--- src/rtl/mem_arb_pkg.sv ---
// Shared types and constants for the unified-memory arbiter and its lane encoder.
package mem_arb_pkg;

  localparam int unsigned LANE_W = 4;
  localparam int unsigned RMEM_W = 5;

  // RISC-V load funct3 codes
  localparam logic [2:0] F3_LB  = 3'b000;
  localparam logic [2:0] F3_LH  = 3'b001;
  localparam logic [2:0] F3_LW  = 3'b010;
  localparam logic [2:0] F3_LBU = 3'b100;
  localparam logic [2:0] F3_LHU = 3'b101;

  // RISC-V store funct3 codes
  localparam logic [2:0] F3_SB  = 3'b000;
  localparam logic [2:0] F3_SH  = 3'b001;
  localparam logic [2:0] F3_SW  = 3'b010;

  // Read code for a full unsigned word (fetch and LW)
  localparam logic [RMEM_W-1:0] RMEM_WORD = 5'b01111;

  // Who owns the response slot in the cycle after a grant
  typedef enum logic [1:0] {
    OWN_NONE = 2'd0,
    OWN_IF   = 2'd1,
    OWN_D    = 2'd2,
    OWN_DERR = 2'd3
  } owner_e;

endpackage

--- src/rtl/mem_arbiter_if.sv ---
// Bundle of fetch, load/store and memory-port signals around mem_arbiter.
interface mem_arbiter_if #(
  parameter int unsigned ADDR_W = 12
);

  logic              if_req_valid;
  logic              if_req_ready;
  logic [31:0]       if_addr;
  logic              if_rsp_valid;
  logic [31:0]       if_rsp_inst;

  logic              d_req_valid;
  logic              d_req_ready;
  logic              d_we;
  logic [2:0]        d_funct3;
  logic [31:0]       d_addr;
  logic [31:0]       d_wdata;
  logic              d_rsp_valid;
  logic [31:0]       d_rsp_data;
  logic              d_err;

  logic [ADDR_W-1:0] m_addr;
  logic [3:0]        m_wmem;
  logic [4:0]        m_rmem;
  logic [31:0]       m_store_data;
  logic [31:0]       m_load_data;

  // Arbiter side
  modport slave (
    input  if_req_valid, if_addr,
    input  d_req_valid, d_we, d_funct3, d_addr, d_wdata,
    input  m_load_data,
    output if_req_ready, if_rsp_valid, if_rsp_inst,
    output d_req_ready, d_rsp_valid, d_rsp_data, d_err,
    output m_addr, m_wmem, m_rmem, m_store_data
  );

  // Pipeline and memory side
  modport master (
    output if_req_valid, if_addr,
    output d_req_valid, d_we, d_funct3, d_addr, d_wdata,
    output m_load_data,
    input  if_req_ready, if_rsp_valid, if_rsp_inst,
    input  d_req_ready, d_rsp_valid, d_rsp_data, d_err,
    input  m_addr, m_wmem, m_rmem, m_store_data
  );

endinterface

--- src/rtl/mem_lane_enc.sv ---
// Combinational funct3 + byte-offset to memory lane-code encoder with
// misalignment/illegal-opcode detection. Erroring accesses produce all-zero codes.
module mem_lane_enc
  import mem_arb_pkg::*;
(
  input  logic              we,
  input  logic [2:0]        funct3,
  input  logic [1:0]        a,
  output logic [LANE_W-1:0] wmem,
  output logic [RMEM_W-1:0] rmem,
  output logic              err
);

  logic [LANE_W-1:0] lane;
  logic              sgn;
  logic              illegal;
  logic              misal;

  // Decode size, lane mask, sign and error conditions
  always_comb begin
    lane    = '0;
    sgn     = 1'b0;
    illegal = 1'b0;
    misal   = 1'b0;
    if (we) begin
      case (funct3)
        F3_SB: lane = 4'b0001 << a;
        F3_SH: begin
          lane  = 4'b0011 << {a[1], 1'b0};
          misal = a[0];
        end
        F3_SW: begin
          lane  = 4'b1111;
          misal = |a;
        end
        default: illegal = 1'b1;
      endcase
    end else begin
      case (funct3)
        F3_LB: begin
          lane = 4'b0001 << a;
          sgn  = 1'b1;
        end
        F3_LH: begin
          lane  = 4'b0011 << {a[1], 1'b0};
          sgn   = 1'b1;
          misal = a[0];
        end
        F3_LW: begin
          lane  = 4'b1111;
          misal = |a;
        end
        F3_LBU: lane = 4'b0001 << a;
        F3_LHU: begin
          lane  = 4'b0011 << {a[1], 1'b0};
          misal = a[0];
        end
        default: illegal = 1'b1;
      endcase
    end
  end

  // Suppress both codes for erroring requests so nothing reaches memory
  always_comb begin
    err  = illegal | misal;
    wmem = '0;
    rmem = '0;
    if (!err) begin
      if (we) wmem = lane;
      else    rmem = {sgn, lane};
    end
  end

endmodule

--- src/rtl/mem_arbiter.sv ---
// Shares the single synchronous-read memory port between fetch and load/store.
// Data has priority; with MEM_ARB_FAIRNESS_EN defined, fetch is forced through
// after STARVE_MAX consecutive data grants while it waits.
module mem_arbiter
  import mem_arb_pkg::*;
#(
  parameter int unsigned ADDR_W     = 12,
  parameter int unsigned STARVE_MAX = 4
) (
  input  logic          clk,
  input  logic          rst_n,
  mem_arbiter_if.slave  bus
);

  logic              enc_err;
  logic [LANE_W-1:0] enc_wmem;
  logic [RMEM_W-1:0] enc_rmem;

  logic              fetch_turn;
  logic              grant_d;
  logic              grant_if;

  owner_e            owner_q, owner_d;
  logic              store_q, store_d;

  mem_lane_enc u_lane_enc (
    .we     (bus.d_we),
    .funct3 (bus.d_funct3),
    .a      (bus.d_addr[1:0]),
    .wmem   (enc_wmem),
    .rmem   (enc_rmem),
    .err    (enc_err)
  );

`ifdef MEM_ARB_FAIRNESS_EN
  localparam int unsigned CNT_W = $clog2(STARVE_MAX + 1);

  logic [CNT_W-1:0] starve_q, starve_d;

  // Fetch wins once data has taken STARVE_MAX grants in a row while fetch waited
  assign fetch_turn = bus.if_req_valid && (starve_q == CNT_W'(STARVE_MAX));

  // Count data grants that made fetch wait; any fetch grant clears the count
  always_comb begin
    starve_d = starve_q;
    if (grant_if)
      starve_d = '0;
    else if (grant_d && bus.if_req_valid)
      starve_d = starve_q + CNT_W'(1);
  end

  // Starvation counter register
  always_ff @(posedge clk or negedge rst_n) begin
    if (!rst_n) starve_q <= '0;
    else        starve_q <= starve_d;
  end
`else
  // Strict data priority; STARVE_MAX has no effect in this build
  logic unused_starve_max;
  assign unused_starve_max = ^STARVE_MAX;
  assign fetch_turn        = 1'b0;
`endif

  // Address bits outside the word index (fetch offset is aligned by contract)
  logic unused_addr_bits;
  assign unused_addr_bits = ^{bus.if_addr[31:ADDR_W+2], bus.if_addr[1:0],
                              bus.d_addr[31:ADDR_W+2]};

  // Grant selection, memory-port drive and next response owner
  always_comb begin
    grant_d      = bus.d_req_valid && !fetch_turn;
    grant_if     = bus.if_req_valid && !grant_d;
    owner_d      = OWN_NONE;
    store_d      = 1'b0;
    bus.m_addr   = '0;
    bus.m_wmem   = '0;
    bus.m_rmem   = '0;
    if (grant_d) begin
      if (enc_err) begin
        owner_d = OWN_DERR;
      end else begin
        owner_d    = OWN_D;
        store_d    = bus.d_we;
        bus.m_addr = bus.d_addr[ADDR_W+1:2];
        bus.m_wmem = enc_wmem;
        bus.m_rmem = enc_rmem;
      end
    end else if (grant_if) begin
      owner_d    = OWN_IF;
      bus.m_addr = bus.if_addr[ADDR_W+1:2];
      bus.m_rmem = RMEM_WORD;
    end
  end

  // Response owner register; reset drops any outstanding response
  always_ff @(posedge clk or negedge rst_n) begin
    if (!rst_n) begin
      owner_q <= OWN_NONE;
      store_q <= 1'b0;
    end else begin
      owner_q <= owner_d;
      store_q <= store_d;
    end
  end

  assign bus.if_req_ready = grant_if;
  assign bus.d_req_ready  = grant_d;
  assign bus.m_store_data = bus.d_wdata;

  // Route the one-cycle-late memory data back to whoever was granted
  assign bus.if_rsp_valid = (owner_q == OWN_IF);
  assign bus.if_rsp_inst  = (owner_q == OWN_IF) ? bus.m_load_data : 32'd0;
  assign bus.d_rsp_valid  = (owner_q == OWN_D) || (owner_q == OWN_DERR);
  assign bus.d_err        = (owner_q == OWN_DERR);
  assign bus.d_rsp_data   = ((owner_q == OWN_D) && !store_q) ? bus.m_load_data : 32'd0;

endmodule

--- src/flat_wrapper.sv ---
// flat-port wrapper written by rule: the top's interface ports become plain ports
module mem_arbiter_flat import mem_arb_pkg::*;
#(
  parameter int unsigned ADDR_W     = 12,
  parameter int unsigned STARVE_MAX = 4
)
  (clk, rst_n, bus_if_req_valid, bus_if_addr, bus_d_req_valid, bus_d_we, bus_d_funct3, bus_d_addr, bus_d_wdata, bus_m_load_data, bus_if_req_ready, bus_if_rsp_valid, bus_if_rsp_inst, bus_d_req_ready, bus_d_rsp_valid, bus_d_rsp_data, bus_d_err, bus_m_addr, bus_m_wmem, bus_m_rmem, bus_m_store_data);
  mem_arbiter_if #(.ADDR_W(ADDR_W)) bus_i ();
  input  logic clk;
  input  logic rst_n;
  input wire logic [$bits(bus_i.if_req_valid)-1:0] bus_if_req_valid;
  input wire logic [$bits(bus_i.if_addr)-1:0] bus_if_addr;
  input wire logic [$bits(bus_i.d_req_valid)-1:0] bus_d_req_valid;
  input wire logic [$bits(bus_i.d_we)-1:0] bus_d_we;
  input wire logic [$bits(bus_i.d_funct3)-1:0] bus_d_funct3;
  input wire logic [$bits(bus_i.d_addr)-1:0] bus_d_addr;
  input wire logic [$bits(bus_i.d_wdata)-1:0] bus_d_wdata;
  input wire logic [$bits(bus_i.m_load_data)-1:0] bus_m_load_data;
  output wire logic [$bits(bus_i.if_req_ready)-1:0] bus_if_req_ready;
  output wire logic [$bits(bus_i.if_rsp_valid)-1:0] bus_if_rsp_valid;
  output wire logic [$bits(bus_i.if_rsp_inst)-1:0] bus_if_rsp_inst;
  output wire logic [$bits(bus_i.d_req_ready)-1:0] bus_d_req_ready;
  output wire logic [$bits(bus_i.d_rsp_valid)-1:0] bus_d_rsp_valid;
  output wire logic [$bits(bus_i.d_rsp_data)-1:0] bus_d_rsp_data;
  output wire logic [$bits(bus_i.d_err)-1:0] bus_d_err;
  output wire logic [$bits(bus_i.m_addr)-1:0] bus_m_addr;
  output wire logic [$bits(bus_i.m_wmem)-1:0] bus_m_wmem;
  output wire logic [$bits(bus_i.m_rmem)-1:0] bus_m_rmem;
  output wire logic [$bits(bus_i.m_store_data)-1:0] bus_m_store_data;
  assign bus_i.if_req_valid = bus_if_req_valid;
  assign bus_i.if_addr = bus_if_addr;
  assign bus_i.d_req_valid = bus_d_req_valid;
  assign bus_i.d_we = bus_d_we;
  assign bus_i.d_funct3 = bus_d_funct3;
  assign bus_i.d_addr = bus_d_addr;
  assign bus_i.d_wdata = bus_d_wdata;
  assign bus_i.m_load_data = bus_m_load_data;
  assign bus_if_req_ready = bus_i.if_req_ready;
  assign bus_if_rsp_valid = bus_i.if_rsp_valid;
  assign bus_if_rsp_inst = bus_i.if_rsp_inst;
  assign bus_d_req_ready = bus_i.d_req_ready;
  assign bus_d_rsp_valid = bus_i.d_rsp_valid;
  assign bus_d_rsp_data = bus_i.d_rsp_data;
  assign bus_d_err = bus_i.d_err;
  assign bus_m_addr = bus_i.m_addr;
  assign bus_m_wmem = bus_i.m_wmem;
  assign bus_m_rmem = bus_i.m_rmem;
  assign bus_m_store_data = bus_i.m_store_data;
  mem_arbiter #(.ADDR_W(ADDR_W), .STARVE_MAX(STARVE_MAX)) u_core (.clk(clk), .rst_n(rst_n), .bus(bus_i));
endmodule
--- config.mk ---
export PLATFORM = sky130hd
export DESIGN_NAME = mem_arbiter_flat
export DESIGN_NICKNAME = d
export VERILOG_FILES = /design/src/rtl/mem_arb_pkg.sv /design/src/rtl/mem_arbiter_if.sv /design/src/rtl/mem_lane_enc.sv /design/src/rtl/mem_arbiter.sv /design/src/flat_wrapper.sv
export SDC_FILE = /design/constraint.sdc
export NUM_CORES = 1
export LEC_CHECK = 0
export ABC_AREA = 1
export BUFFER_PORTS_ARGS = -buffer_cell sky130_fd_sc_hd__buf_2
export CELL_PAD_IN_SITES_DETAIL_PLACEMENT = 1
export CELL_PAD_IN_SITES_GLOBAL_PLACEMENT = 1
export CORE_MARGIN = 1
export CORE_UTILIZATION = 12
export DETAILED_ROUTE_END_ITERATION = 7
export GPL_TIMING_DRIVEN = 0
export PLACE_DENSITY = 0.85
export SETUP_SLACK_MARGIN = 0.2
export SKIP_LAST_GASP = 1
export SLEW_MARGIN = 25
export SYNTH_ARGS = -nofsm -noshare
export SYNTH_HDL_FRONTEND = slang
export SYNTH_SLANG_ARGS = --single-unit
--- constraint.sdc ---
create_clock -name clk -period 0.95 [get_ports clk]
set_clock_uncertainty 0.05 [all_clocks]
set_input_delay 0.1425 -clock clk [delete_from_list [all_inputs] [get_ports clk]]
set_output_delay 0.1425 -clock clk [all_outputs]
set_load 0.005 [all_outputs]
== Yosys cells after proc, flatten, opt, wreduce, memory -nomap -nowiden ==
Cells that the tools add are included.
Cells by class
  equality and inequality tests: 7
  shift operators: 2
  multiplexer cells: 27
  bitwise logic cells: 1
  reductions and logical operators: 12
Operators with widths (number)
  $mux W32: 2
  $mux W12: 3
  $pmux W4 S3: 2
  $mux W4: 5
  $mux W5: 3
  $mux W1: 9
  $reduce_or A2 Y1: 4
  $eq A3 B3 Y1 const B: 2
  $reduce_or A5 Y1: 1
  $eq A2 B2 Y1 const B: 2
  $pmux W1 S2: 2
  $shl A1 B2 Y4 const A: 1
  $shl A2 B2 Y4 const A: 1
  $eq A3 B1 Y1 const B: 1
  $eq A3 B2 Y1 const B: 1
  $logic_not A3 Y1: 1
  $reduce_or A3 Y1: 1
  $eq A2 B1 Y1 const B: 1
  $logic_and A1 B1 Y1: 2
  $logic_not A1 Y1: 2
  $mux W2: 1
  $logic_or A1 B1 Y1: 1
  $or A1 B1 Y1: 1
Word-level totals
  register bits: 3
  input bits: 136
  output and inout bits: 122
  word-level logic and storage cells: 51

== Depth between registers and ports, before layout ==
  depth after elaboration: 7
  mapped depth: 8
  mapped depth without buffers: 8

== Cells and area by module ==
A second synthesis with hierarchy kept.
Second synthesis, totals
  cell total of the unflattened synthesis: 265
  area total of the unflattened synthesis: 1493.9 um^2
By module, submodules not included
  mem_arbiter: times used 1, cells each 213, area an instance 1268.7 um^2, sequential area each 75.1 um^2
  mem_lane_enc: times used 1, cells each 52, area an instance 225.2 um^2, sequential area each 0.0 um^2

== Worst setup path before layout ==
OpenSTA, ideal clock, no wires.
  path kind: flip-flop to output port
  start point: register u_core.owner_q[1]
  end point: output bus_if_rsp_inst[10]
  arrival time: 0.948 ns
  required time: 0.757 ns
  slack: -0.191 ns
  cell stages (with the launch flop): 5
  path buffers: 1
  path through: dfrtp_1 nor2_1 inv_2 clkbuf_1 nor2_1
Between the ends
  longest elaborated chain between the ends: 2
Ends and longest elaborated chain
  start, declared: line mem_arbiter.sv:23  | owner_e owner_q, owner_d;
  start signal, assigned: line mem_arbiter.sv:101  | owner_q <= owner_d;
  $eq A2 B1 Y1
  net bus_if_rsp_valid: line flat_wrapper.sv:20  | output wire logic [$bits(bus_i.if_rsp_valid)-1:0] bus_if_rsp_valid;
  $mux W32: line mem_arbiter.sv:112  | assign bus.if_rsp_inst = (owner_q == OWN_IF) ? bus.m_load_data : 32'd0;
  end, declared: line flat_wrapper.sv:21  | output wire logic [$bits(bus_i.if_rsp_inst)-1:0] bus_if_rsp_inst;
The timed path passes the listed nets, and every way through them passes these cells.

== Final worst setup path ==
  start point: register u_core.owner_q[0]
  end point: output bus_d_rsp_data[30]
Between the ends
  longest elaborated chain between the ends: 3
Ends and longest elaborated chain
  $eq A2 B2 Y1: line mem_arbiter.sv:115  | assign bus.d_rsp_data = ((owner_q == OWN_D) && !store_q) ? bus.m_load_data : 32'd0;
  $logic_and A1 B1 Y1: line mem_arbiter.sv:115
  $mux W32: line mem_arbiter.sv:115
  end, declared: line flat_wrapper.sv:24  | output wire logic [$bits(bus_i.d_rsp_data)-1:0] bus_d_rsp_data;
No other way between the ends.

==> flow_summary.json <==
{
  "coreArea_mm2": 0.0110,
  "async_flop_share": 1.00,
  "setup_viol": 88,
  "leakagePower_nw": 2.16,
  "setup.worst_path.class": "reg -> out",
  "ys_warn_count": 0,
  "synth_seq_cells": 3,
  "tightest_slew_ns": 0.255,
  "drive_gt1_frac": 0.703,
  "antenna_found_initial": 0,
  "grt_pass1_vias": 2449,
  "hold_class": "in -> reg",
  "min_to": "u_core.store_q",
  "avgRoutedWirePerCell_um": 13.3,
  "start_util": 0.125,
  "crit_fanout": 10,
  "hold_viol": 0,
  "synthToLayoutAreaGrowth_pct": 155,
  "grt_usage": 0.130,
  "cts_buffers": 3,
  "yosysMostFrequentCell": "nor2_1",
  "grt_setup_unrepaired": "yes",
  "wl_um": 8380,
  "cp.arrival_ns": 1.31,
  "grt_max_degree": 11,
  "fin_nets": 629,
  "slew_violations": 0,
  "fmax_mhz": 664,
  "antenna_cells": 0,
  "start_kind": "flop",
  "relSlewSlack": 0.830,
  "synth_edf_count": 0,
  "required_ns": 0.76,
  "avgSynthCellArea_um2": 5.01,
  "yosys.area.top_type": "nor2_1",
  "pin_count": 258,
  "drc_errors": 0,
  "violations": "setup timing",
  "pwr_density_cell_mw_per_mm2": 677,
  "die_w_um": 109,
  "netlist.area_leader.share": 0.198,
  "utilization": 0.317,
  "syn_area_mm2": 0.00137,
  "max_cap_violations": 0,
  "place_congestion": 0.739,
  "drtIter0Drc": 30,
  "synthTopCellsByArea": "nor2_1 (20%), buf_4 (19%), nand2_1 (15%)",
  "total_power_w": 0.00236,
  "cp-end-kind": "output port",
  "cts_tree": "yes",
  "period_share": 1.59,
  "synthTopCellsByCount": "nor2_1 (72), nand2_1 (56), inv_1 (49), buf_4 (35), nand4_1 (13)",
  "synth.distinct_cells": 21,
  "drtAntennaViolNets": 0,
  "yosysSeqAreaShare": 0.0549,
  "setup_slack_ns": -0.557,
  "cts-htree-levels": 1,
  "cts_sinks": 3,
  "ctsRootBufferMaster": "clkbuf_16",
  "portBuffers": 186,
  "path_clk_slew_ns": 0.03,
  "rows": 38,
  "first_pass_iters": 4,
  "vias_per_cell": 3.94,
  "vias": 2491,
  "dp_hpwl_um": 5650,
  "grt_pass1_wl_um": 12000,
  "die_y_um": 109,
  "synth_fp_nets": 409,
  "synth_ff_type": "dfrtp_1",
  "hold_depth": 3,
  "cts_buffer_depth": 2,
  "ir_worst_vdd_uv": 508,
  "syn_inst": 273,
  "finalWorstPathRequiredPeriod_ns": 1.51,
  "globalRoute.totalOverflow": 0,
  "die_area_mm2": 0.0118,
  "hp-start": "bus_d_req_valid",
  "status": "finished, violations left"
}
-- metrics by stage --
step	cells	hold WS, ns	setup slack, ns	setup TNS, ns	area [um2]
2_1_floorplan	273	-0.203	-0.104	-7.13	1460
3_3_place_gp	599	-0.113	-0.512	-30.99	2570
3_5_place_dp	599	-0.105	-0.503	-32.21	2570
4_1_cts	627	0.119	-0.557	-39.02	3260
5_1_grt	632	0.123	-0.641	-45.61	3480
6_report	632	0.120	-0.557	-39.57	3480
-- logic make-up (layout without fill, tap and decap cells) --
family          count (synthesis)  in the layout  synth area share
simple gates                  163            163             0.531
buf+inv                       103            322             0.392
compound gates                  4              4            0.0229
flops                           3              3            0.0549
-- worst max-delay path: stages, from the launching register on --
cell and delay (ns):
dfrtp_1 0.39, inv_2 0.09, nand3b_1 0.09, buf_6 0.16, buf_12 0.15, nor2_2 0.09, buf_2 0.12
-- cell usage in the layout, fill, tap and decap left out, types with 2 or more instances in the layout --
cell type,instances
dfrtp_1,2
nand2_1,47
clkinv_8,2
buf_12,6
inv_1,47
clkbuf_8,3
nor3_2,4
inv_4,2
buf_2,178
nand2_2,7
nand3_4,4
nand2_4,3
buf_4,41
clkbuf_16,7
nor2_2,26
clkbuf_1,2
buf_6,25
o21bai_1,3
inv_2,2
nor2_1,27
nand3_2,7
nand3b_1,2
nand4_1,13
inv_6,3
nor2_4,20
-- sequential cells by signal, summed over array words and instances (netlist names) --
| name | flops |
|---|---|
| u_core.owner_q | 2 |
| u_core.store_q | 1 |
-- final cells by class --
cell class	count	area [um2]
fill	1400	7500
clock buffer	4	78.8
tap	140	175
inverter	57	267
sequential	3	76.3
buffer	46	457
timing repair buffer	215	1330
multi-input combinational	167	1100
-- layer usage --
metal / vias up / GRT usage / part of all wire / wire length (um)
li1: 1212 / - / - / -
met1: 1169 / 0.130 / 0.34 / 2860
met3: 9 / 0.0173 / 0.063 / 530
met2: 101 / 0.276 / 0.59 / 4910
met5: - / 0 / 0 / 0
met4: 0 / 0.0270 / 0.0095 / 80
-- how the worst max path moves through the flow --
stage | cells past startpoint | endpoint | slack [ns] | start
floorplan | 4 | bus_if_rsp_inst[10] | -0.10 | u_core.owner_q[1]
global placement | 5 | bus_d_rsp_data[17] | -0.51 | u_core.owner_q[0]
detailed placement | 5 | bus_d_rsp_data[17] | -0.50 | u_core.owner_q[0]
CTS | 6 | bus_d_rsp_data[25] | -0.56 | u_core.owner_q[0]
global route | 6 | bus_d_rsp_data[30] | -0.64 | u_core.owner_q[0]
finish | 6 | bus_d_rsp_data[30] | -0.56 | u_core.owner_q[0]
-- power breakdown --
| group | internal, W | total, W | leakage, nW | switching, W |
|---|---|---|---|---|
| logic | 0.000797 | 0.00154 | 2.08 | 0.000744 |
| clock network | 0.000554 | 0.000675 | 0.0382 | 0.000121 |
| registers | 0.000137 | 0.000145 | 0.0362 | 0.00000796 |
-- what timing repair did --
action / CTS / global route
pin swaps: 30 / 13
hold endpoints to repair: 4 / 0
buffers inserted: 15 / 4
setup endpoints to repair: 91 / 93
gates resized for setup: 109 / 49
cloned: 7 / 1
hold buffers: 2 / 0
No activity file was read; power rests on OpenSTA's default activity.
